--- src/rtl/fpga_top_adder_pkg.sv ---
// Shared width, word type and golden add function for the fpga_top_adder block.
// No logic of its own; ref_add gives the WIDTH+1 bit unsigned result of a+b+cin.
package fpga_top_adder_pkg;

    localparam int ADDER_WIDTH = 32;

    typedef logic [ADDER_WIDTH-1:0] word_t;

    function automatic logic [ADDER_WIDTH:0] ref_add(input word_t x, input word_t y, input logic ci);
        return {1'b0, x} + {1'b0, y} + {{ADDER_WIDTH{1'b0}}, ci};
    endfunction

endpackage

--- src/rtl/fpga_top_adder_cell.sv ---
// One-bit full-adder cell, a link in the ripple-carry chain.
// Combinational, 0 cycles; no flow control.
module full_adder_cell (
    input  logic a,
    input  logic b,
    input  logic ci,
    output logic s,
    output logic co
);

    logic w_p;

    assign w_p = a ^ b;
    assign s   = w_p ^ ci;
    assign co  = (a & b) | (ci & w_p);

endmodule

--- src/rtl/fpga_top_adder.sv ---
// Ripple-carry adder {cout,sum} = a+b+cin; 0 cycles, or 1 cycle with FPGA_TOP_ADDER_OUTPUT_REG_EN.
// No backpressure; clk/global_resetn only matter when FPGA_TOP_ADDER_OUTPUT_REG_EN is defined.
import fpga_top_adder_pkg::*;

module fpga_top_adder #(
    parameter int WIDTH = ADDER_WIDTH
) (
    input  logic             clk,
    input  logic             global_resetn,
    input  logic [WIDTH-1:0] a,
    input  logic [WIDTH-1:0] b,
    input  logic             cin,
    output logic [WIDTH-1:0] sum,
    output logic             cout
);

    logic [WIDTH:0]   w_c;
    logic [WIDTH-1:0] w_s;

    assign w_c[0] = cin;

    for (genvar i = 0; i < WIDTH; i++) begin : g_cell
        full_adder_cell u_cell (
            .a  (a[i]),
            .b  (b[i]),
            .ci (w_c[i]),
            .s  (w_s[i]),
            .co (w_c[i+1])
        );
    end

`ifdef FPGA_TOP_ADDER_OUTPUT_REG_EN
    logic [WIDTH-1:0] r_sum;
    logic             r_cout;

    // Reset has priority over the freshly computed result.
    always_ff @(posedge clk) begin
        if (!global_resetn) begin
            r_sum  <= '0;
            r_cout <= 1'b0;
        end else begin
            r_sum  <= w_s;
            r_cout <= w_c[WIDTH];
        end
    end

    assign sum  = r_sum;
    assign cout = r_cout;
`else
    // Pins kept for a stable pinout; they drive nothing here.
    logic w_unused;
    assign w_unused = clk & global_resetn;

    assign sum  = w_s;
    assign cout = w_c[WIDTH];
`endif

endmodule

--- config.mk ---
export PLATFORM = sky130hd
export DESIGN_NAME = fpga_top_adder
export DESIGN_NICKNAME = d
export VERILOG_FILES = /design/src/rtl/fpga_top_adder_pkg.sv /design/src/rtl/fpga_top_adder_cell.sv /design/src/rtl/fpga_top_adder.sv
export SDC_FILE = /design/constraint.sdc
export NUM_CORES = 1
export LEC_CHECK = 0
export CORE_UTILIZATION = 30
export DETAILED_ROUTE_END_ITERATION = 12
export PLACE_DENSITY_LB_ADDON = 0.3
export SETUP_SLACK_MARGIN = 0.5
export SYNTH_ARGS = -nofsm -noshare
export SYNTH_HDL_FRONTEND = slang
export SYNTH_SLANG_ARGS = --single-unit
--- constraint.sdc ---
create_clock -name vclk -period 28.8
set_clock_uncertainty 0.1 [all_clocks]
set_input_delay 5.76 -clock vclk [all_inputs]
set_output_delay 5.76 -clock vclk [all_outputs]
set_load 0.02 [all_outputs]
==> impl_metrics.toml, run 1 <==
[clock_network]
holdBufCountCts = 0
post_cts_buffers = 0
ctsResizeCount = 0

[routing]
drt_first_pass_iters = 8
vias = 708
drt-total-wl_um = 2210
drc = 10
via_per_inst = 4.14
wire_per_inst_um = 12.9
ant_nets = 0
drtIter0Drc = 33

[sta]
slew_headroom_pct = 84.2
worst_slack_ps = 3520
whs_ps = 12590
worst_pin_slew_ps = 236
rsz0062_at_grt = "false"
finalCritPeriodShare_pct = 87.8
finalHoldViolCount = 0
setup_tns_ps = 0
slew_viol_final = 0
finalSetupViolations = 0
fmax_mhz = 39.6
min_period_ps = 25280

[synth]
synth_simple_gate_area_share_pct = 0
synth_top_family_by_area = "adder cells"
syn_nets = 173
synth-compound-area-share_pct = 0
yosys.area_share.adder_pct = 69.8
ys_seq_area_share_pct = 0
synth_xor_area_share_pct = 0
syn_inst = 74
synth_area_um2 = 918
muxShareOfSynthArea_pct = 0
synth.avg_cell_area_um2 = 12.4
yosysWarnings = 0
synth_cell_types = 3

[critical_path]
crit_path_end_kind = "output port"
cp_max_fo = 1
cp.arrival_ps = 19420
cp-start-kind = "primary input"
cp_common_cell = "fa_1"
critPathTopFamily = "adder cells"
cpPeakStageDelay_ps = 590
critical_path_class = "primary input to output port"
cp_slowest_cell = "clkdlybuf4s50_1"
crit_buf_inv = 6
cp.required_ps = 22940

[min_path]
min_path_type = "primary input to output port"

[grt]
grtUsageMet1_pct = 17.3
overflow = 0
grt_pass1_wl_um = 3820
globalRouteTotalUtil_pct = 14.8
grt_antenna_before_repair = 0
grt.busiest_layer = "met2"
met3_usage_pct = 3.63
first_global_vias = 854
grt_max_degree = 2
met2_usage_pct = 28.9

[placed_design]
place_area_um2 = 1700
hpwl_um = 2160
pre_cts_ws_ps = 3430
numPortBuffers = 98
place_congestion = 0.645

[pwr]
peakVddDrop_mv = 0.0126
power_frac_seq_pct = 0
internal-power_uw = 28.0
power_frac_clock_pct = 0
power.switching_uw = 23.1
p_sw_share_pct = 45.2
power_frac_comb_pct = 100.0
p_per_area_nw_per_um2 = 30.1
power_leakage_uw = 0.000670

[finish]
n_antenna_cell = 0
fillCellCount = 239
nFlopsAndLatches = 0
stdcell_area_um2 = 1700
syn2layout_area_growth_pct = 84.9
nets = 241
seqCellArea_um2 = 0
clkbuf_count = 0
drive_gt1_share_pct = 0

[floorplan]
die_area_um2 = 3290
core_area_um2 = 2830
die_h_um = 57.3
start_util_pct = 32.5
rows = 19
io_pins = 100
fp.dieW_um = 57.3

[run]
cap_violations = 0

[outcome]
violations = "DRC"
status = "complete, but fails checks"
[worst paths after layout]
path	from	endpoint	slack, ps	cells past startpoint
min	b[31]	sum[31]	12590	5
max	a[0]	sum[31]	3520	38
[power by group through the flow]
stage | sequential, µW | combinational [µW] | clock, µW
2_1_floorplan | 0 | 33.5 | 0
3_3_place_gp | 0 | 50.5 | 0
3_5_place_dp | 0 | 51.8 | 0
4_1_cts | 0 | 51.9 | 0
5_1_grt | 0 | 55.3 | 0
6_report | 0 | 51.1 | 0
[synthesized netlist by cell type]
| cell type | instances | share of area (%) |
|---|---|---|
| inv_1 | 10 | 4.1 |
| buf_4 | 32 | 26 |
| fa_1 | 32 | 70 |
[logic make-up (layout without fill, tap and decap cells)]
family | Yosys count | count (layout)
adders and majority gates | 32 | 32
buffers and inverters | 42 | 108
[cells in the final DEF (no fill, tap or decap)]
cell,instances
clkdlybuf4s50_1,98
fa_1,32
inv_1,10
[metal layers]
layer,vias to the layer above,routed length (µm)
met5,-,0
met4,0,0
met3,0,334
met2,62,1200
met1,334,670
li1,312,-
[metrics by stage]
step                      power (µW)  util [%]  cells
after global routing            55.3      60.0    171
after detailed placement        51.8      60.0    171
final                           51.1      60.0    171
after global placement          50.5      60.0    171
after floorplan                 33.5         -     74
after CTS                       51.9      60.0    171
[layout make-up]
type / instances / area (µm²) / share of cell area, %
timing repair buffer: 98 / 981 / 57.8
tap: 31 / 38.8 / 2.28
multi-input combinational: 32 / 641 / 37.7
inverter: 10 / 37.5 / 2.21
Note: power is estimated with default switching activity, not from simulation.
==> inputs of run 2 (changes only) <==
Settings changed: CORE_MARGIN from default to 1, GPL_ROUTABILITY_DRIVEN from default to 0.
==> results of run 2 <==
The final DEF is identical to that of run 1; final timing and power are the same.
==> inputs of run 3 (changes only) <==
Settings changed: PLACE_DENSITY_LB_ADDON 0.3 to 0.05, RECOVER_POWER from default to 25.
==> run 3 against run 2 <==
Against the previous run:
- setup slack improved by 65 ps
- wire length shrank 14%
- final cell count stayed put
- count of clock-buffer cells in the layout did not move
- maximum frequency grew 0.26%
- the flow still finishes with violations (DRC)
- via count shrank 2.5%
- critical path type unchanged
- largest cell class unchanged
- critical path depth unchanged
- global-route usage is 2.8 points lower
==> impl_metrics.toml, run 3 (synthesis gave the netlist of run 1 again) <==
[sta]
finalSetupViolations = 0
slew_headroom_pct = 83.6
worst_slack_ps = 3580
finalCritPeriodShare_pct = 87.6
fmax_mhz = 39.7
min_period_ps = 25220
slew_viol_final = 0
setup_tns_ps = 0
rsz0062_at_grt = "false"
finalHoldViolCount = 0
worst_pin_slew_ps = 245

[min_path]
min_path_type = "primary input to output port"
hold_depth = 5

[critical_path]
cpPeakStageDelay_ps = 590
critical_path_class = "primary input to output port"
cp.required_ps = 22940
cp_max_fo = 1
cp_slowest_cell = "clkdlybuf4s50_1"
cp-start-kind = "primary input"
cp_common_cell = "fa_1"
crit_path_end_kind = "output port"
cp.arrival_ps = 19360

[clock_network]
holdBufCountCts = 0
post_cts_buffers = 0
ctsResizeCount = 0

[placed_design]
numPortBuffers = 98
hpwl_um = 1940
place_area_um2 = 1700
pre_cts_ws_ps = 3500
dp.cells = 171

[grt]
grt_max_degree = 2
grt_antenna_before_repair = 0
grtUsageMet1_pct = 13.0
met2_usage_pct = 24.0
grt_pass1_wl_um = 3190
globalRouteTotalUtil_pct = 12.0
first_global_vias = 772
grt.busiest_layer = "met2"
overflow = 0
met3_usage_pct = 3.63

[outcome]
violations = "DRC"
status = "complete, but fails checks"

[finish]
nets = 241
syn2layout_area_growth_pct = 84.9
final_cell_mix = "clkdlybuf4s50_1 (90), fa_1 (32), inv_1 (10), dlygate4sd3_1 (8)"
clkbuf_count = 0
drive_gt1_share_pct = 0
fin_cells = 171
layout_commonest_cell = "clkdlybuf4s50_1"
n_antenna_cell = 0
seqCellArea_um2 = 0
stdcell_area_um2 = 1700
nFlopsAndLatches = 0

[routing]
drt-total-wl_um = 1900
wire_per_inst_um = 11.1
drc = 7
drtIter0Drc = 26
vias = 690
ant_nets = 0
via_per_inst = 4.04
drt_first_pass_iters = 8

[pwr]
p_per_area_nw_per_um2 = 29.1
peakVddDrop_mv = 0.0127
power_leakage_uw = 0.000672

[floorplan]
core_area_um2 = 2830
rows = 19
start_util_pct = 32.5
die_area_um2 = 3290
io_pins = 100
die_h_um = 57.3
fp.dieW_um = 57.3

[run]
cap_violations = 0
run 3: worst max-delay path: cells and delay by family:
family	cells	cell delay, ps
adders and majority gates	32	12290
buffers and inverters	6	1290
run 3: metrics by stage:
stage / power (µW) / util, % / hold slack [ps]
final: 49.4 / 60.0 / 12600
after global routing: 53.8 / 60.0 / 12660
after CTS: 51.4 / 60.0 / 12600
after detailed placement: 51.3 / 60.0 / 12600
after global placement: 50.4 / 60.0 / 12590
after floorplan: 33.5 / - / 11680
run 3: final timing paths:
path / startpoint / end / slack (ps)
max: a[0] / sum[31] / 3580
min: b[9] / sum[9] / 12600
run 3: area by class of cell:
type | instances | area (µm²)
Tap cell | 31 | 38.8
Inverter | 10 | 37.5
Fill cell | 250 | 1130
Timing Repair Buffer | 98 | 981
Multi-Input combinational cell | 32 | 641
run 3: per-layer routing:
metal,routed length (µm),vias up
li1,-,312
met1,530,326
met2,1080,52
met3,286,0
met4,0,0
met5,0,-
run 3: power by group:
group / switching, µW / total (µW) / internal (µW)
sequential: 0 / 0 / 0
combinational: 22.5 / 49.4 / 26.9
clock: 0 / 0 / 0
